==> config.mk <==
export PLATFORM = sky130hd
export DESIGN_NAME = video_timing_pattern_gen
export DESIGN_NICKNAME = d
export VERILOG_FILES = /design/src/rtl/vtpg_pkg.sv /design/src/rtl/video_timing_counter.sv /design/src/rtl/video_timing_pattern_gen.sv
export SDC_FILE = /design/constraint.sdc
export NUM_CORES = 1
export LEC_CHECK = 0
export CELL_PAD_IN_SITES_DETAIL_PLACEMENT = 1
export CELL_PAD_IN_SITES_GLOBAL_PLACEMENT = 1
export CORE_MARGIN = 2
export CORE_UTILIZATION = 42
export CTS_CLUSTER_DIAMETER = 150
export DETAILED_ROUTE_END_ITERATION = 7
export PLACE_DENSITY_LB_ADDON = 0.3
export SLEW_MARGIN = 0
export SYNTH_ARGS = -nofsm -noshare
export SYNTH_HDL_FRONTEND = slang
export SYNTH_SLANG_ARGS = --single-unit
==> constraint.sdc <==
create_clock -name clk -period 3.7 [get_ports clk]
set_clock_uncertainty 0.1 [all_clocks]
set_input_delay 0.555 -clock clk [delete_from_list [all_inputs] [get_ports clk]]
set_output_delay 0.555 -clock clk [all_outputs]
set_load 0.05 [all_outputs]
==> src/rtl/vtpg_pkg.sv <==
// Shared types and LFSR step for the video timing/pattern generator and its checkers.
package vtpg_pkg;

    typedef enum logic [1:0] {
        VT_ZERO = 2'd0,
        VT_BARS = 2'd1,
        VT_RAMP = 2'd2,
        VT_LFSR = 2'd3
    } vt_mode_e;

    localparam logic [31:0] LFSR_TAPS = 32'h80200003;

    // Galois right shift: the bit shifted out selects whether the taps are folded back in.
    function automatic logic [31:0] lfsr_next(input logic [31:0] s);
        return (s >> 1) ^ (s[0] ? LFSR_TAPS : 32'h0);
    endfunction

endpackage

==> src/rtl/video_timing_counter.sv <==
// Horizontal/vertical raster counters and the sync/active decode derived from them.
module video_timing_counter #(
    parameter int H_ACTIVE = 640,
    parameter int H_FP     = 20,
    parameter int H_SYNC   = 20,
    parameter int H_BP     = 20,
    parameter int V_ACTIVE = 480,
    parameter int V_FP     = 10,
    parameter int V_SYNC   = 2,
    parameter int V_BP     = 30,
    parameter int HW       = $clog2(H_ACTIVE + H_FP + H_SYNC + H_BP),
    parameter int VW       = $clog2(V_ACTIVE + V_FP + V_SYNC + V_BP)
) (
    input  logic          clk,
    input  logic          rst_n,
    input  logic          en,
    output logic [HW-1:0] hcnt,
    output logic [VW-1:0] vcnt,
    output logic          hs_int,
    output logic          vs_int,
    output logic          de_int,
    output logic          frame_end
);

    localparam int H_TOTAL = H_ACTIVE + H_FP + H_SYNC + H_BP;
    localparam int V_TOTAL = V_ACTIVE + V_FP + V_SYNC + V_BP;

    localparam logic [HW-1:0] H_LAST   = HW'(H_TOTAL - 1);
    localparam logic [HW-1:0] H_ACT    = HW'(H_ACTIVE);
    localparam logic [HW-1:0] H_SYNC_S = HW'(H_ACTIVE + H_FP);
    localparam logic [HW-1:0] H_SYNC_E = HW'(H_ACTIVE + H_FP + H_SYNC);
    localparam logic [VW-1:0] V_LAST   = VW'(V_TOTAL - 1);
    localparam logic [VW-1:0] V_ACT    = VW'(V_ACTIVE);
    localparam logic [VW-1:0] V_SYNC_S = VW'(V_ACTIVE + V_FP);
    localparam logic [VW-1:0] V_SYNC_E = VW'(V_ACTIVE + V_FP + V_SYNC);

    // Zero-width porches or syncs would collapse the region decode below.
    if (H_FP <= 0 || H_SYNC <= 0 || H_BP <= 0 || V_FP <= 0 || V_SYNC <= 0 || V_BP <= 0) begin : g_bad_timing
        $error("video_timing_counter: porch and sync widths must be non-zero");
    end

    always_ff @(posedge clk) begin
        if (!rst_n || !en) begin
            hcnt <= '0;
            vcnt <= '0;
        end else if (hcnt == H_LAST) begin
            hcnt <= '0;
            vcnt <= (vcnt == V_LAST) ? '0 : vcnt + VW'(1);
        end else begin
            hcnt <= hcnt + HW'(1);
        end
    end

    // vcnt only moves on the hcnt wrap, so vs_int can only change at hcnt==0.
    assign hs_int    = (hcnt >= H_SYNC_S) && (hcnt < H_SYNC_E);
    assign vs_int    = (vcnt >= V_SYNC_S) && (vcnt < V_SYNC_E);
    assign de_int    = (hcnt < H_ACT) && (vcnt < V_ACT);
    assign frame_end = (hcnt == H_LAST) && (vcnt == V_LAST);

endmodule

==> src/rtl/video_timing_pattern_gen.sv <==
// Parametrised raster source: registered hs/vs/de plus selectable test patterns.
// de qualifies data, pix_x and pix_y; there is no back-pressure, the sink must accept every de=1 cycle.
module video_timing_pattern_gen
    import vtpg_pkg::*;
#(
    parameter int PIX_W     = 8,
    parameter int CHANNELS  = 3,
    parameter int H_ACTIVE  = 640,
    parameter int H_FP      = 20,
    parameter int H_SYNC    = 20,
    parameter int H_BP      = 20,
    parameter int V_ACTIVE  = 480,
    parameter int V_FP      = 10,
    parameter int V_SYNC    = 2,
    parameter int V_BP      = 30,
    parameter int HS_POL    = 1,
    parameter int VS_POL    = 1,
    parameter int BAR_SHIFT = 6
) (
    input  logic                          clk,
    input  logic                          rst_n,
    input  logic                          en,
    input  logic [1:0]                    mode,
    input  logic [31:0]                   lfsr_seed,
    output logic                          hs,
    output logic                          vs,
    output logic                          de,
    output logic [PIX_W*CHANNELS-1:0]     data,
    output logic                          frame_start,
    output logic [$clog2(H_ACTIVE)-1:0]   pix_x,
    output logic [$clog2(V_ACTIVE)-1:0]   pix_y,
    output logic [15:0]                   frame_cnt
);

    localparam int DW = PIX_W * CHANNELS;
    localparam int HW = $clog2(H_ACTIVE + H_FP + H_SYNC + H_BP);
    localparam int VW = $clog2(V_ACTIVE + V_FP + V_SYNC + V_BP);
    localparam int XW = $clog2(H_ACTIVE);
    localparam int YW = $clog2(V_ACTIVE);
    localparam logic HS_ON = 1'(HS_POL);
    localparam logic VS_ON = 1'(VS_POL);

    if (DW > 32) begin : g_bad_width
        $error("video_timing_pattern_gen: PIX_W*CHANNELS must not exceed 32");
    end

    logic [HW-1:0] hcnt;
    logic [VW-1:0] vcnt;
    logic          hs_int, vs_int, de_int, frame_end;

    video_timing_counter #(
        .H_ACTIVE(H_ACTIVE), .H_FP(H_FP), .H_SYNC(H_SYNC), .H_BP(H_BP),
        .V_ACTIVE(V_ACTIVE), .V_FP(V_FP), .V_SYNC(V_SYNC), .V_BP(V_BP),
        .HW(HW), .VW(VW)
    ) u_counter (
        .clk(clk), .rst_n(rst_n), .en(en),
        .hcnt(hcnt), .vcnt(vcnt),
        .hs_int(hs_int), .vs_int(vs_int), .de_int(de_int), .frame_end(frame_end)
    );

    vt_mode_e         mode_q, mode_eff;
    logic [31:0]      lfsr_q, lfsr_cur, seed_eff;
    logic             fs_cond, en_d;
    logic [2:0]       bar;
    logic [PIX_W-1:0] ramp;
    logic [DW-1:0]    pix_data;

    // On the frame-start cycle the fresh mode and seed take effect for that very pixel.
    always_comb begin
        fs_cond  = (hcnt == '0) && (vcnt == '0);
        seed_eff = (lfsr_seed == 32'h0) ? 32'h1 : lfsr_seed;
        mode_eff = fs_cond ? vt_mode_e'(mode) : mode_q;
        lfsr_cur = fs_cond ? seed_eff : lfsr_q;
        bar      = 3'(hcnt >> BAR_SHIFT);
        ramp     = PIX_W'(32'(hcnt) + 32'(vcnt));
        pix_data = '0;
        case (mode_eff)
            VT_BARS: for (int c = 0; c < CHANNELS; c++) pix_data[c*PIX_W +: PIX_W] = {PIX_W{bar[c % 3]}};
            VT_RAMP: for (int c = 0; c < CHANNELS; c++) pix_data[c*PIX_W +: PIX_W] = ramp;
            VT_LFSR: pix_data = lfsr_cur[DW-1:0];
            default: pix_data = '0;
        endcase
    end

    always_ff @(posedge clk) begin
        if (!rst_n || !en) begin
            hs          <= ~HS_ON;
            vs          <= ~VS_ON;
            de          <= 1'b0;
            data        <= '0;
            frame_start <= 1'b0;
            pix_x       <= '0;
            pix_y       <= '0;
            mode_q      <= VT_ZERO;
            lfsr_q      <= 32'h1;
        end else begin
            hs          <= hs_int ? HS_ON : ~HS_ON;
            vs          <= vs_int ? VS_ON : ~VS_ON;
            de          <= de_int;
            data        <= de_int ? pix_data : '0;
            frame_start <= fs_cond;
            pix_x       <= XW'(hcnt);
            pix_y       <= YW'(vcnt);
            if (fs_cond) mode_q <= mode_eff;
            lfsr_q      <= de_int ? lfsr_next(lfsr_cur) : lfsr_cur;
        end
    end

    // frame_cnt survives en=0 but restarts from zero on the first enabled cycle.
    always_ff @(posedge clk) begin
        if (!rst_n) begin
            frame_cnt <= 16'd0;
            en_d      <= 1'b0;
        end else begin
            en_d <= en;
            if (en && !en_d)        frame_cnt <= 16'd0;
            else if (en && frame_end) frame_cnt <= frame_cnt + 16'd1;
        end
    end

endmodule
==> key figures, run 1 <==
Place
  – Final GP Congestion: 0.918
  – Placed instance area: 6700 sq um
  – Placed insts: 892
  – HPWL after detailed placement: 13,100 microns
  – PortBufs: 99
  – Pre-CTS WS: 0.761 ns

Critical path
  – Max incr delay on CP: 0.62 ns
  – Arrival time at the worst endpoint: 3.31 ns
  – Crit. End Element: register
  – CP max-delay cell: or4_4
  – Required @ worst endpoint: 3.95 ns
  – Critical Path Start Type: register
  – CP bufs+invs: 1
  – Critical path's top delay family: simple AND/OR/NAND/NOR gates
  – CP Class: register to register
  – Crit-path cells: or4_4 -> and4bb_2 -> nand2_2 -> buf_4 -> mux2i_1 -> o21ai_1 -> a21oi_1
  – Crit-path max FO: 37

Die
  – Die height: 119 microns
  – Core Region: 12,800 sq um
  – Die width: 119 microns
  – Rows: 41
  – Io pins: 100
  – Die area: 14,100 sq um
  – Starting density of the core: 0.434

Clock network
  – Postcts setup bufs: 0
  – CTS tree: done
  – Cts bufs inserted: 17
  – Gates resized, CTS repair: 0
  – CTS Sinks: 118
  – Root Buffer: clkbuf_16
  – Hold_buf cts: 0
  – CTS Buffer Depth: 2
  – Worst-Skew Late Latency: 0.42 ns
  – Clock-pin slew of the registers on the worst-case setup and hold paths: 0.05 ns
  – H-tree Lvls: 4

Final layout
  – Area growth syn-to-layout: 30.8%
  – Nets: 791
  – Layout cells sized above 1: 0.0878
  – Fill cell count: 1,456
  – Post-Layout Cell Count: 924
  – Antenna diodes: 0
  – FF/Latch Area: 2360 sq um
  – Multi-input gate area: 2980 sq um
  – Design area: 7260 sq um

Power
  – Internal power: 2.41 mW
  – Worst VDD drop: 0.267 mV
  – Psw: 0.766 mW
  – Comb power frac: 0.089
  – Clock power frac: 0.495
  – Power Density: 438 nW/um^2
  – LEAKAGE: 2.80 nW
  – Power Total: 3.18 mW
  – Reg power frac: 0.416
  – Sw frac: 0.241

Run status
  – Status: finished, final reports clean

Timing
  – Tmin final: 3.06 ns
  – Final hold vios: 0
  – Peak Freq: 327 MHz
  – Tcrit/Tclk final: 0.827
  – Post-route setup slack: 0.641 ns
  – Worst-Margin Slew: 0.900 ns
  – Rel. slew slack: 0.398
  – RSZ-0062 raised after global routing: false
  – TNS Setup: 0 ns
  – Final setup vio count: 0
  – Max Slew Vio Count: 0

Global route
  – Total GRT Usage: 0.264
  – Initial antenna violation count: 0
  – First-pass GRT wire length: 29,300 microns
  – Pin count of the biggest net entering global routing: 44
  – Vias in the first global route: 5,446
  – GR Overflow Total: 0

Detailed routing
  – Routed Wire Length: 18,200 microns
  – DRC viols: 0
  – Total vias in the final route: 5,314
  – Routed WL per cell: 19.7 microns
  – Vias per inst: 5.75
  – 1st-iter DRT viols: 319
  – DR pass1 iterations: 4
  – Post-route antenna net violation count: 0

Logic synthesis
  – Yosys reg bits: 118
  – Synthesized area: 5550 sq um
  – Synth warn: 0
  – Synth top cells by count: nand2_1, dfxtp_1, nor2_1
  – Cell with the most instances after synthesis: nand2_1
  – Post-synth top flop: dfxtp_1
  – Area share of the largest cell type after synthesis: 0.426
  – EDFF count, synth: 0
  – Area contributors post-synth: dfxtp_1, nand2_1, and3_1, ha_1, nor2_1
  – Synth Instances: 641
  – Sequential share of the synthesized area: 0.426
  – Syn Area/Cell: 8.65 sq um
  – Synth unique cells: 62
  – Post-synth net total: 693
  – Cell taking the most area after synthesis: dfxtp_1
  – Ys async rst share: 0

Hold path
  – Worst hold path type: register to register

Flow run
  – Max Cap Viol: 0
path summary, 6_finish.rpt:
check	slack (ns)	cells after the start	from	endpoint
min reg2reg	0.37	1	u_counter.hcnt[0]	u_counter.hcnt[0]
max reg2reg	0.64	7	u_counter.vcnt[5]	data[8]
min	0.37	1	u_counter.hcnt[0]	u_counter.hcnt[0]
max	0.64	7	u_counter.vcnt[5]	data[8]
state kept, by name, indices dropped and copies added, names as in the netlist, 2 cells and up:
name,cells
frame_cnt,16
u_counter.hcnt,10
u_counter.vcnt,10
pix_y,9
pix_x,10
data,24
lfsr_q,32
mode_q,2
power by group through the flow:
| stage | clock network, mW | registers, mW | logic, mW |
|---|---|---|---|
| final | 1.57 | 1.32 | 0.284 |
| after global routing | 1.65 | 1.32 | 0.304 |
| after CTS | 1.59 | 1.32 | 0.283 |
| after detailed placement | 0 | 1.35 | 0.280 |
| after global placement | 0 | 1.35 | 0.274 |
| after floorplan | 0 | 1.36 | 0.141 |
metal layers:
layer | track usage | vias up | wire length [microns]
li1 | - | 2491 | -
met1 | 0.323 | 2602 | 7720
met2 | 0.436 | 173 | 8850
met3 | 0.0594 | 48 | 890
met4 | 0.134 | 0 | 742
met5 | 0 | - | 0
layout make-up:
class	instances	area share
multi-input combinational	478	0.411
sequential	118	0.326
timing repair buffer	113	0.151
clock buffer	22	0.0626
tap	172	0.0297
clock inverter	10	0.0145
inverter	11	0.00569
worst reg2reg max path, delay by kind of cell, from the launching register on:
family	cells	cell delay, ns
DFF	1	0.40
AOI/OAI and AO/OA	2	0.25
buffers and inverters	1	0.40
and+or+nand+nor	3	1.59
muxes	1	0.24
through the flow:
stage	util	hold slack (ns)
CTS	0.568	0.374
floorplan	-	0.333
global placement	0.524	0.355
finish	0.568	0.372
global route	0.568	0.393
detailed placement	0.524	0.357
cell usage in the layout, fill, tap and decap left out, types with 3 or more instances in the layout:
cell             instances
nor3b_1                  5
nor2_1                  46
o21bai_1                 3
nor4_1                  10
mux2i_1                 12
dfxtp_1                118
ha_1                    14
a21oi_1                 21
nor3_1                   3
a32oi_1                  7
a31oi_1                  7
clkinv_2                 6
o21ai_1                 19
clkbuf_16               17
xnor2_1                 14
buf_4                   14
xor2_1                  19
o22ai_1                 10
and3_1                  43
o21ai_0                 18
and4_1                   4
inv_1                   10
and2_1                   3
clkbuf_1                 4
or3_1                   10
nor3_4                   3
a311oi_1                13
nand3_1                 15
nand2_1                119
clkdlybuf4s50_1         99
o21a_1                   3
nand4_1                 18
cell families (layout without fill, tap and decap cells):
family,after synthesis,after routing,share of synthesized area
xor+xnor,33,33,0.0521
flops,118,118,0.426
buf+inv,45,156,0.0377
fa+ha+maj,15,15,0.0352
compound gates,120,120,0.143
simple gates,295,295,0.275
mux,15,15,0.0311
Note: power is estimated with default switching activity, not from simulation.
==> inputs of run 2 (changes only) <==
--- a/config.mk
+++ b/config.mk
@@ -8,7 +8,7 @@
 export CELL_PAD_IN_SITES_DETAIL_PLACEMENT = 1
 export CELL_PAD_IN_SITES_GLOBAL_PLACEMENT = 1
 export CORE_MARGIN = 2
-export CORE_UTILIZATION = 42
+export CORE_UTILIZATION = 39
 export CTS_CLUSTER_DIAMETER = 150
 export DETAILED_ROUTE_END_ITERATION = 7
 export PLACE_DENSITY_LB_ADDON = 0.3
==> constraint.sdc (replaced) <==
create_clock -name clk -period 3 [get_ports clk]
set_clock_uncertainty 0.1 [all_clocks]
set_input_delay 0.45 -clock clk [delete_from_list [all_inputs] [get_ports clk]]
set_output_delay 0.45 -clock clk [all_outputs]
set_load 0.05 [all_outputs]
==> run 2 against run 1 <==
  * Routed wire length up 2.5%
  * Clock-buffer cell count increased by 2
  * First-iteration DRC count down 12%
  * Sequential power up 23%
  * Fmax grew 14%
  * Die area is 7.4% higher
  * Largest power group unchanged
  * Highest routed layer unchanged
==> key figures, run 2 (synthesis results as in run 1) <==
Run status
  – Status: finished, final reports clean

Die
  – Rows: 43
  – Core Region: 13,900 sq um
  – Io pins: 100
  – Die area: 15,200 sq um
  – Starting density of the core: 0.400
  – Die width: 123 microns
  – Die height: 123 microns

Timing
  – Worst-Margin Slew: 0.632 ns
  – Rel. slew slack: 0.578
  – Final hold vios: 0
  – Final hold slack: 0.391 ns
  – Final setup vio count: 0
  – RSZ-0062 raised after global routing: false
  – Tcrit/Tclk final: 0.892
  – Peak Freq: 374 MHz
  – Max Slew Vio Count: 0
  – Tmin final: 2.68 ns
  – TNS Setup: 0 ns

Place
  – HPWL after detailed placement: 13,300 microns
  – Final GP Congestion: 0.833
  – PortBufs: 99
  – Placed insts: 909

Final layout
  – Reg with most FFs: lfsr_q
  – Post-Layout Cell Count: 941
  – Largest register FFs: 32
  – Area growth syn-to-layout: 33.5%
  – Layout cells sized above 1: 0.0986
  – Commonest non-fill, non-tap cell in the layout: nand2_1
  – Biggest regs: lfsr_q x32, data x24, frame_cnt x16
  – Nets: 800
  – Antenna diodes: 0
  – Most frequent cells in the layout: nand2_1, dfxtp_1, clkdlybuf4s50_1

Critical path
  – Arrival time at the worst endpoint: 2.85 ns
  – Max incr delay on CP: 0.58 ns
  – CP max-delay cell: or4_4
  – Worst Reg-to-Reg Cells: 6
  – R2R Path End: data[17]
  – R2R Setup Slk: 0.32 ns
  – Setup crit start: u_counter.hcnt[5]
  – Critical R2R Launch: u_counter.hcnt[5]
  – Critical Path Start Type: register
  – Critical path's top delay family: simple AND/OR/NAND/NOR gates
  – Crit. End Element: register
  – CP bufs+invs: 0
  – CP Class: register to register
  – Crit-path max FO: 9
  – Required @ worst endpoint: 3.18 ns
  – Crit-path cells: or4_4 -> or3_4 -> o21ai_4 -> nand2_2 -> o21ai_2 -> o31ai_1

Hold path
  – Hold path depth: 2
  – Worst Hold Launch: lfsr_q[26]
  – WHS Endpoint: lfsr_q[26]
  – Worst hold path type: register to register

Detailed routing
  – DR pass1 iterations: 4
  – 1st-iter DRT viols: 281
  – Routed Wire Length: 18,700 microns
  – DRC viols: 0
  – Post-route antenna net violation count: 0
  – Routed WL per cell: 19.8 microns
  – Total vias in the final route: 5,278
  – Vias per inst: 5.61

Clock network
  – Clock-pin slew of the registers on the worst-case setup and hold paths: 0.05 ns
  – Root Buffer: clkbuf_16
  – CTS tree: done
  – Worst-Skew Late Latency: 0.41 ns
  – CTS Sinks: 118
  – Cts bufs inserted: 17
  – H-tree Lvls: 4
  – CTS Buffer Depth: 2
  – Gates resized, CTS repair: 0
  – Hold_buf cts: 0
  – Postcts setup bufs: 0

Power
  – LEAKAGE: 2.88 nW
  – Power Density: 546 nW/um^2
  – Worst VDD drop: 0.375 mV

Global route
  – GR Overflow Total: 0
  – Total GRT Usage: 0.254
  – Pin count of the biggest net entering global routing: 44
  – GR Layer Usage met3: 0.0475
  – Met2 Use GR: 0.421
  – Vias in the first global route: 5,523
  – Grt peak-use layer: met2
  – First-pass GRT wire length: 29,400 microns
  – Initial antenna violation count: 0
  – GR Util met1: 0.305

Flow run
  – Max Cap Viol: 0
==> run 2: worst min-delay path: stages (launching register included) <==
cell and delay [ns]:
dfxtp_1 0.31, nand2_1 0.06, a311oi_1 0.08
==> run 2: per-stage QoR <==
step / utilization / setup slack [ns] / power [mW] / instance area, sq um
final: 0.533 / 0.323 / 4.04 / 7400
after global routing: 0.533 / 0.181 / 4.19 / 7400
after CTS: 0.533 / 0.342 / 4.08 / 7400
after detailed placement: 0.490 / 0.166 / 2.01 / 6800
after global placement: 0.490 / 0.163 / 2.00 / 6800
after floorplan: - / 0.690 / 1.86 / 5550
==> run 2: layout make-up <==
type                       instances  area (sq um)
clock inverter                     8           121
inverter                          11          41.3
tap                              180           225
multi-input combinational        478          2980
clock buffer                      24           482
timing repair buffer             122          1190
sequential                       118          2360
fill                            1618          6480
==> run 2: how the worst max path moves through the flow <==
| stage | to | depth (start not counted) |
|---|---|---|
| 6_report | data[17] | 6 |
| 5_1_grt | data[17] | 8 |
| 4_1_cts | lfsr_q[19] | 7 |
| 3_5_place_dp | lfsr_q[0] | 7 |
| 3_3_place_gp | lfsr_q[0] | 7 |
| 2_1_floorplan | data[2] | 8 |
==> run 2: report_power, final <==
part | switching, mW | leakage, nW | internal [mW] | total, mW
logic | 0.211 | 1.62 | 0.144 | 0.355
registers | 0.0250 | 0.957 | 1.60 | 1.63
clock network | 0.693 | 0.294 | 1.37 | 2.06
total | 0.929 | 2.88 | 3.11 | 4.04
==> run 2: metal layers <==
metal,wire (microns),part of all wire,vias to the layer above
met4,793,0.043,0
met2,9100,0.49,146
li1,-,-,2504
met5,0,0,-
met1,7970,0.43,2586
met3,794,0.043,42
==> inputs of run 3 (changes only) <==
--- a/config.mk
+++ b/config.mk
@@ -5,10 +5,11 @@
 export SDC_FILE = /design/constraint.sdc
 export NUM_CORES = 1
 export LEC_CHECK = 0
+export ABC_AREA = 1
 export CELL_PAD_IN_SITES_DETAIL_PLACEMENT = 1
 export CELL_PAD_IN_SITES_GLOBAL_PLACEMENT = 1
 export CORE_MARGIN = 2
-export CORE_UTILIZATION = 39
+export CORE_UTILIZATION = 38
 export CTS_CLUSTER_DIAMETER = 150
 export DETAILED_ROUTE_END_ITERATION = 7
 export PLACE_DENSITY_LB_ADDON = 0.3
==> run 3 against run 2 <==
  * Non-clock buffer count decreased by 11
  * Area after synthesis grew 6.2%
  * Cell count up 19%
  * Synthesized cell count is 28% higher
  * Core utilization fell by 3.2 points
  * Via count increased by 10%
  * Setup slack improved by 0.15 ns
  * Routed wire length decreased by 2.5%
  * Largest cell class unchanged
==> key figures, run 3 <==
Run status
  – Status: finished, final reports clean

Hold path
  – Hold path depth: 2
  – Worst Hold Launch: frame_cnt[15]
  – Worst hold path type: register to register
  – WHS Endpoint: frame_cnt[15]

Detailed routing
  – Vias per inst: 5.19
  – Post-route antenna net violation count: 0
  – 1st-iter DRT viols: 350
  – Routed WL per cell: 16.2 microns
  – Routed Wire Length: 18,200 microns
  – Total vias in the final route: 5,823
  – DR pass1 iterations: 5
  – DRC viols: 0

Timing
  – Peak Freq: 396 MHz
  – Worst-Margin Slew: 0.650 ns
  – Max Slew Vio Count: 0
  – Final setup vio count: 0
  – Final hold vios: 0
  – Tcrit/Tclk final: 0.841
  – Post-route setup slack: 0.477 ns
  – TNS Setup: 0 ns
  – Rel. slew slack: 0.564
  – RSZ-0062 raised after global routing: false
  – Tmin final: 2.52 ns

Clock network
  – Worst-Skew Late Latency: 0.43 ns
  – Gates resized, CTS repair: 0
  – CTS tree: done
  – H-tree Lvls: 4
  – Hold_buf cts: 0
  – Clock-pin slew of the registers on the worst-case setup and hold paths: 0.06 ns
  – Cts bufs inserted: 17
  – Postcts setup bufs: 0
  – CTS Buffer Depth: 2
  – CTS Sinks: 118
  – Root Buffer: clkbuf_16

Flow run
  – Max Cap Viol: 0

Place
  – Pre-CTS WS: 0.550 ns
  – Final GP Congestion: 0.877
  – HPWL after detailed placement: 13,100 microns
  – PortBufs: 99

Logic synthesis
  – Yosys reg bits: 118
  – EDFF count, synth: 0
  – Cell with the most instances after synthesis: nand2_1
  – Area contributors post-synth: dfxtp_1, nand2_1, nand3_1, inv_1, nor2_1
  – Cell taking the most area after synthesis: dfxtp_1
  – Post-synth net total: 873
  – Post-synth top flop: dfxtp_1
  – Synth top cells by count: nand2_1, dfxtp_1, inv_1
  – Syn Area/Cell: 7.17 sq um
  – Synth warn: 0
  – Synth unique cells: 39
  – Synthesized area: 5890 sq um
  – Sequential share of the synthesized area: 0.401
  – Synth Instances: 821
  – Area share of the largest cell type after synthesis: 0.401
  – Ys async rst share: 0

Global route
  – First-pass GRT wire length: 29,700 microns
  – Initial antenna violation count: 0
  – Vias in the first global route: 5,955
  – Pin count of the biggest net entering global routing: 33
  – GR Overflow Total: 0
  – Total GRT Usage: 0.230

Power
  – Psw: 0.992 mW
  – Power Density: 520 nW/um^2
  – Reg power frac: 0.409
  – Comb power frac: 0.093
  – Sw frac: 0.252
  – Worst VDD drop: 0.394 mV
  – Internal power: 2.95 mW
  – LEAKAGE: 3.41 nW
  – Clock power frac: 0.498

Critical path
  – Critical Path Start Type: register
  – Required @ worst endpoint: 3.27 ns
  – R2R Path End: data[21]
  – CP bufs+invs: 5
  – Stages on the worst setup path: 14
  – Most used cell along the critical path: nand2_1
  – R2R Setup Slk: 0.48 ns
  – Worst Reg-to-Reg Cells: 14
  – CP Class: register to register
  – Crit-path max FO: 32
  – Max incr delay on CP: 0.37 ns
  – CP max-delay cell: dfxtp_1
  – Critical path's top delay family: simple AND/OR/NAND/NOR gates
  – Crit-path cells: inv_1 -> ha_1 -> nand2_1 -> inv_1 -> nand2_1 -> nor2_4 -> buf_4 -> nand4_1 -> nand2_1 -> buf_4 -> nand3_1 -> nand3_1 -> nand2_1 -> inv_1
  – Arrival time at the worst endpoint: 2.79 ns
  – Crit. End Element: register
  – Critical R2R Launch: u_counter.vcnt[0]

Final layout
  – Layout cells sized above 1: 0.0856
  – Most frequent cells in the layout: nand2_1, dfxtp_1, inv_1
  – Area growth syn-to-layout: 28.8%
  – Fill cell count: 1,890
  – Multi-input gate area: 2900 sq um
  – FF/Latch Area: 2360 sq um
  – Reg with most FFs: lfsr_q
  – Commonest non-fill, non-tap cell in the layout: nand2_1
  – Biggest regs: lfsr_q x32, data x24, frame_cnt x16
  – Antenna diodes: 0
  – Largest register FFs: 32
  – Nets: 974

Die
  – Io pins: 100
  – Die area: 16,500 sq um
  – Rows: 45
  – Starting density of the core: 0.389
  – Die height: 128 microns
  – Die width: 128 microns
  – Core Region: 15,100 sq um
==> run 3: kinds of logic (layout without fill, tap and decap cells) <==
| logic type | after synthesis | in the layout | share of synthesized area |
|---|---|---|---|
| adders and majority gates | 15 | 15 | 0.0331 |
| AOI/OAI and AO/OA | 79 | 79 | 0.0746 |
| xor gates and xnor gates | 19 | 19 | 0.0283 |
| DFF | 118 | 118 | 0.401 |
| and+or+nand+nor | 443 | 443 | 0.356 |
| buffers and inverters | 147 | 261 | 0.107 |
==> run 3: layout make-up <==
cell class	instances	share of cell area
clock inverter	12	0.0172
clock buffer	20	0.0576
tap	188	0.0310
sequential	118	0.311
multi-input combinational	556	0.382
inverter	118	0.0584
timing repair buffer	111	0.143
==> run 3: how the worst max path moves through the flow <==
stage,slack (ns),to,start
2_1_floorplan,1.04,frame_cnt[12],frame_cnt[0]
3_3_place_gp,0.59,data[21],u_counter.vcnt[0]
3_5_place_dp,0.55,data[21],u_counter.vcnt[0]
4_1_cts,0.53,data[21],u_counter.vcnt[0]
5_1_grt,0.22,data[16],u_counter.vcnt[0]
6_report,0.48,data[21],u_counter.vcnt[0]
==> run 3: metal layers <==
| metal | global-route usage | up-vias | wire length, microns | share of wire |
|---|---|---|---|---|
| met1 | 0.275 | 2811 | 8130 | 0.45 |
| li1 | - | 2865 | - | - |
| met4 | 0.0886 | 0 | 320 | 0.018 |
| met5 | 0 | - | 0 | 0 |
| met2 | 0.404 | 120 | 9020 | 0.50 |
| met3 | 0.0482 | 27 | 725 | 0.040 |
==> run 3: worst min-delay path: stages, from the launching register on <==
cell and delay [ns]:
dfxtp_1 0.33, nand2_1 0.07, a21oi_1 0.05
==> run 3: power by group through the flow <==
| stage | clock (mW) | sequential, mW | combinational, mW |
|---|---|---|---|
| detailed placement | 0 | 1.65 | 0.364 |
| CTS | 1.99 | 1.61 | 0.369 |
| global route | 2.07 | 1.61 | 0.404 |
| global placement | 0 | 1.64 | 0.361 |
| floorplan | 0 | 1.67 | 0.208 |
| finish | 1.96 | 1.61 | 0.368 |
==> run 3: per-stage QoR <==
| stage | power [mW] | utilization | std cells | hold WS, ns | cell area, sq um |
|---|---|---|---|---|---|
| floorplan | 1.88 | - | 821 | 0.345 | 5890 |
| global placement | 2.01 | 0.463 | 1091 | 0.385 | 7020 |
| detailed placement | 2.01 | 0.463 | 1091 | 0.392 | 7020 |
| CTS | 3.97 | 0.501 | 1123 | 0.402 | 7590 |
| global route | 4.09 | 0.501 | 1123 | 0.428 | 7590 |
| finish | 3.94 | 0.501 | 1123 | 0.399 | 7590 |
==> RTL change 1 (flow settings as in run 3) <==
Change the parameter `VS_POL` from 1 to 0.
--- a/src/rtl/video_timing_pattern_gen.sv
+++ b/src/rtl/video_timing_pattern_gen.sv
@@ -15,5 +15,5 @@
     parameter int V_BP      = 30,
     parameter int HS_POL    = 1,
-    parameter int VS_POL    = 1,
+    parameter int VS_POL    = 0,
     parameter int BAR_SHIFT = 6
 ) (
Formal check against the unedited RTL: not equivalent (a bounded check fails within 4 cycles, from zero or initial values and one cycle with rst_n low).
==> RTL change 1 against run 3 <==
  * Global-route usage down 0.49 points
  * Total power up 0.80%
  * Setup slack about the same
  * Synthesized cell count shrank 0.12%
  * Wire length fell by 3.5%
  * First-iteration DRC count increased by 1.4%
  * Sequential cell count unchanged
  * Clock power rose by 3%
  * Critical path depth did not move
  * Sequential share of layout area is essentially flat
  * Count of clock-buffer cells in the layout rose by 3
  * Design area shrank 0.15%
  * Area after synthesis down 0.85%
  * Critical path type unchanged
  * Largest cell class unchanged
==> RTL change 1: results (changes against run 3) <==
[run_status]
status=completed  ; unchanged

[logic_synthesis]
syn-num-nets=872  ; was 873
synth_cell_type_count=38  ; was 39
synth_common_cells=177 x nand2_1, 118 x dfxtp_1, 109 x inv_1  ; was 183 x nand2_1, 118 x dfxtp_1, 109 x inv_1
synth_edf_count=0  ; unchanged
synthTopCellsByArea=dfxtp_1 40%, nand2_1 11%, nand3_1 7.6%  ; was dfxtp_1 40%, nand2_1 12%, nand3_1 7.4%
synth_seq_area_share=0.405  ; was 0.401
synth_top_area_frac=0.405  ; was 0.401
synth.yosys.warnings=0  ; unchanged
async_flop_share=0  ; unchanged

[worst_setup_path]
r2r_cells=14  ; unchanged
cp-start-kind=flop  ; unchanged
slowest_delay_ns=0.36
cp-endpoint=data[5]$_SDFF_PP0_  ; was data[21]$_SDFF_PP0_
timing.rr.start=u_counter.vcnt[0]$_SDFFE_PP0N_  ; unchanged
worstPathMaxFanout=22  ; was 32
cp.arrival_ns=2.78  ; was 2.79 ns
r2r_slack_ns=0.48  ; about the same

[grt]
first_global_vias=5720  ; was 5955
groute.usage.overall=0.225  ; was 0.230
grt_pass1_wl_um=28900  ; was 29700 um
grt_max_degree=32  ; was 33
antenna_found_initial=0  ; unchanged

[route]
firstDrtPassIters=4  ; was 5
post_drt_wl_per_cell_um=15.7  ; was 16.2 um
viasPerCell=5.04  ; was 5.19
drt_iter0_drc=355  ; was 350

[pwr]
p_int_mw=3.03  ; was 2.95 mW
peakVddDrop_mv=0.386  ; was 0.394 mV
powerComb_mw=0.354  ; was 0.368 mW
leakagePower_nw=3.38  ; was 3.41 nW
seq-power_mw=1.61  ; about the same

[cells_and_area]
reg_top3=lfsr_q: 32 flops, data: 24 flops, frame_cnt: 16 flops  ; unchanged
layout.nets=972  ; was 974
fillCellCount=1906  ; was 1890
layout-drive-gt1-share=0.0783  ; was 0.0856

[cts]
numCtsBuffers=17  ; unchanged
clk_latency_ns=0.42
clk_pin_slew_worst_paths_ns=0.05
cts_resized=0  ; unchanged
clockBufferDepth=2  ; unchanged
h-tree-depth=4  ; unchanged
cts_setup_buffers=0  ; unchanged

[hold_path]
whs_endpoint=frame_cnt[4]$_SDFFE_PP0P_  ; was frame_cnt[15]$_SDFFE_PP0P_
hold_depth=2  ; unchanged
min-delay-start=frame_cnt[4]$_SDFFE_PP0P_  ; was frame_cnt[15]$_SDFFE_PP0P_
hp-class=reg -> reg  ; unchanged

[timing]
tightest_slew_ns=0.547  ; was 0.650 ns

[placement]
gp_congestion=0.863  ; was 0.877
dp_hpwl_um=12900  ; was 13100 um
io_buffers=99  ; unchanged
placed_cell_area_mm2=0.00699  ; was 0.00702 mm2

-- RTL change 1: metrics by stage --
step | hold WS [ns] | power [mW] | instances | util | setup WS (ns)
final | 0.426 | 3.97 | 1120 | 0.502 | 0.477
after global routing | 0.457 | 4.13 | 1120 | 0.502 | 0.270
after CTS | 0.431 | 4.02 | 1120 | 0.502 | 0.489
after detailed placement | 0.396 | 2.00 | 1089 | 0.463 | 0.510
after global placement | 0.384 | 1.99 | 1089 | 0.463 | 0.612
after floorplan | 0.345 | 1.87 | 820 | - | 1.05
-- RTL change 1: cell type report --
cell class | instances | area (um2) | share of cell area
timing repair buffer | 112 | 1090 | 0.144
clock inverter | 8 | 97.6 | 0.0129
sequential | 118 | 2360 | 0.312
inverter | 117 | 439 | 0.0580
multi-input combinational | 554 | 2860 | 0.378
tap | 188 | 235 | 0.0311
clock buffer | 23 | 488 | 0.0644
-- RTL change 1: worst max-delay path, delay by kind of cell (launching register included) --
kind,cells,cell delay [ns]
fa+ha+maj,1,0.19
buf+inv,5,0.84
flops,1,0.36
simple gates,8,0.98
-- RTL change 1: metal layers --
| metal | part of all wire | global-route usage | up-vias |
|---|---|---|---|
| met5 | 0 | 0 | - |
| met4 | 0.0091 | 0.0562 | 0 |
| met3 | 0.032 | 0.0509 | 13 |
| met2 | 0.50 | 0.385 | 96 |
| met1 | 0.46 | 0.287 | 2674 |
| li1 | - | - | 2861 |
-- RTL change 1: logic make-up after synthesis --
family | count (synthesis) | synth area share
compound gates | 82 | 0.0778
flops | 118 | 0.405
fa+ha+maj | 15 | 0.0334
buf+inv | 148 | 0.105
xor+xnor | 20 | 0.0300
simple gates | 437 | 0.349
==> RTL change 2 (flow settings as in run 3) <==
Without the edit above. Put one more register stage on the output `frame_cnt`, without a reset. The value now appears one clock later. The other outputs are not delayed to match. Comments in the files are not updated.
--- a/src/rtl/video_timing_pattern_gen.sv
+++ b/src/rtl/video_timing_pattern_gen.sv
@@ -40,4 +40,6 @@
     localparam logic HS_ON = 1'(HS_POL);
     localparam logic VS_ON = 1'(VS_POL);
+
+    logic [15:0] frame_cnt_s0;
 
     if (DW > 32) begin : g_bad_width
@@ -110,12 +112,16 @@
     always_ff @(posedge clk) begin
         if (!rst_n) begin
-            frame_cnt <= 16'd0;
+            frame_cnt_s0 <= 16'd0;
             en_d      <= 1'b0;
         end else begin
             en_d <= en;
-            if (en && !en_d)        frame_cnt <= 16'd0;
-            else if (en && frame_end) frame_cnt <= frame_cnt + 16'd1;
+            if (en && !en_d)        frame_cnt_s0 <= 16'd0;
+            else if (en && frame_end) frame_cnt_s0 <= frame_cnt_s0 + 16'd1;
         end
     end
 
+    always_ff @(posedge clk) begin
+        frame_cnt <= frame_cnt_s0;
+    end
+
 endmodule
Formal check against the unedited RTL: same outputs for any inputs over 10 cycles, from zero or initial values and one cycle with rst_n low; that may be too few to reach the edited logic, so the function may still have changed.
==> RTL change 2 against run 3 <==
  * Area after synthesis grew 5.4%
  * Die area rose by 5.2%
  * Design area increased by 4.5%
  * Total power up 5.1%
  * Setup slack got worse by 0.20 ns
  * Sequential cell count is 16 higher
  * Count of clock-buffer cells in the layout decreased by 1
  * Wire length is 3.9% higher
  * Global-route usage fell by 0.39 points
  * Utilization fell by 0.38 points
  * Highest routed layer unchanged
==> RTL change 2: results (changes against run 3) <==
[pwr]
leakagePower_nw=3.54  ; was 3.41 nW
sw_frac_of_total=0.249  ; was 0.252

[worst_setup_path]
r2r_cells=13  ; was 14
r2r_slack_ns=0.28  ; was 0.48 ns
cp.arrival_ns=3.00  ; was 2.79 ns

[logic_synthesis]
synth_fa_ha_area_frac=0.0315  ; was 0.0331
synth_common_cells=192 x nand2_1, 134 x dfxtp_1, 117 x inv_1  ; was 183 x nand2_1, 118 x dfxtp_1, 109 x inv_1
synth_xor_area_frac=0.0240  ; was 0.0283
syn-num-nets=904  ; was 873
synth_compound_area_frac=0.0728  ; was 0.0746
synthTopCellsByArea=dfxtp_1 43%, nand2_1 12%, nand3_1 7.7%  ; was dfxtp_1 40%, nand2_1 12%, nand3_1 7.4%
synth_edf_count=0  ; unchanged
synth_seq_area_share=0.432  ; was 0.401

[route]
post_drt_wl_per_cell_um=16.0  ; was 16.2 um
viasPerCell=5.02  ; was 5.19
drt_iter0_drc=196  ; was 350

[timing]
whs_ns=0.284  ; was 0.399 ns
tightest_slew_ns=0.564  ; was 0.650 ns
finalCritPeriodShare=0.908  ; was 0.841

[hold_path]
min-delay-start=frame_cnt_s0[15]$_SDFFE_PP0P_  ; was frame_cnt[15]$_SDFFE_PP0P_

[placement]
dp_hpwl_um=13900  ; was 13100 um
placed_cell_area_mm2=0.00736  ; was 0.00702 mm2
gp_congestion=0.867  ; was 0.877
place_ws_ns=0.323  ; was 0.550 ns

[grt]
grt_max_degree=33  ; unchanged
groute.usage.overall=0.226  ; was 0.230
grt_pass1_wl_um=31400  ; was 29700 um

[run_status]
status=completed  ; unchanged

[cells_and_area]
layout.nets=1002  ; was 974
reg_top3=lfsr_q: 32 flops, data: 24 flops  ; was lfsr_q: 32 flops, data: 24 flops, frame_cnt: 16 flops
final_util=0.497  ; was 0.501
top_register=lfsr_q  ; unchanged

[RTL change 2: per-layer routing]
layer / GRT usage / wire, um
met1: 0.265 / 8140
met3: 0.0588 / 748
met4: 0.0888 / 508
met2: 0.393 / 9500
met5: 0 / 0
[RTL change 2: power by group through the flow]
stage / combinational (mW) / clock (mW) / sequential, mW
5_1_grt: 0.393 / 2.08 / 1.83
2_1_floorplan: 0.205 / 0 / 1.88
6_report: 0.356 / 1.96 / 1.82
3_5_place_dp: 0.354 / 0 / 1.86
4_1_cts: 0.358 / 2.00 / 1.82
3_3_place_gp: 0.348 / 0 / 1.86
[RTL change 2: through the flow]
step,cells,power [mW]
final,1179,4.14
after global routing,1179,4.30
after CTS,1179,4.18
after detailed placement,1147,2.22
after global placement,1147,2.21
after floorplan,852,2.09
[RTL change 2: area by class of cell]
class | count | share of cell area
clock buffer | 19 | 0.0572
multi-input combinational | 562 | 0.362
tap | 216 | 0.0341
timing repair buffer | 110 | 0.135
inverter | 125 | 0.0592
clock inverter | 13 | 0.0136
sequential | 134 | 0.338
[RTL change 2: critical path, cell delays in order, from the launching register on]
cell	delay, ns
dfxtp_1	0.37
inv_1	0.20
ha_1	0.20
nand2_1	0.06
inv_1	0.05
nand2_1	0.09
nor2_4	0.11
buf_4	0.28
nand4_1	0.14
nand2_2	0.46
nand3_1	0.32
nand3_1	0.18
nand2_1	0.06
inv_1	0.05
[RTL change 2: cell families after synthesis]
kind of cell | count (synthesis)
xor+xnor | 17
buf+inv | 156
simple gates | 450
compound gates | 80
flops | 134
fa+ha+maj | 15
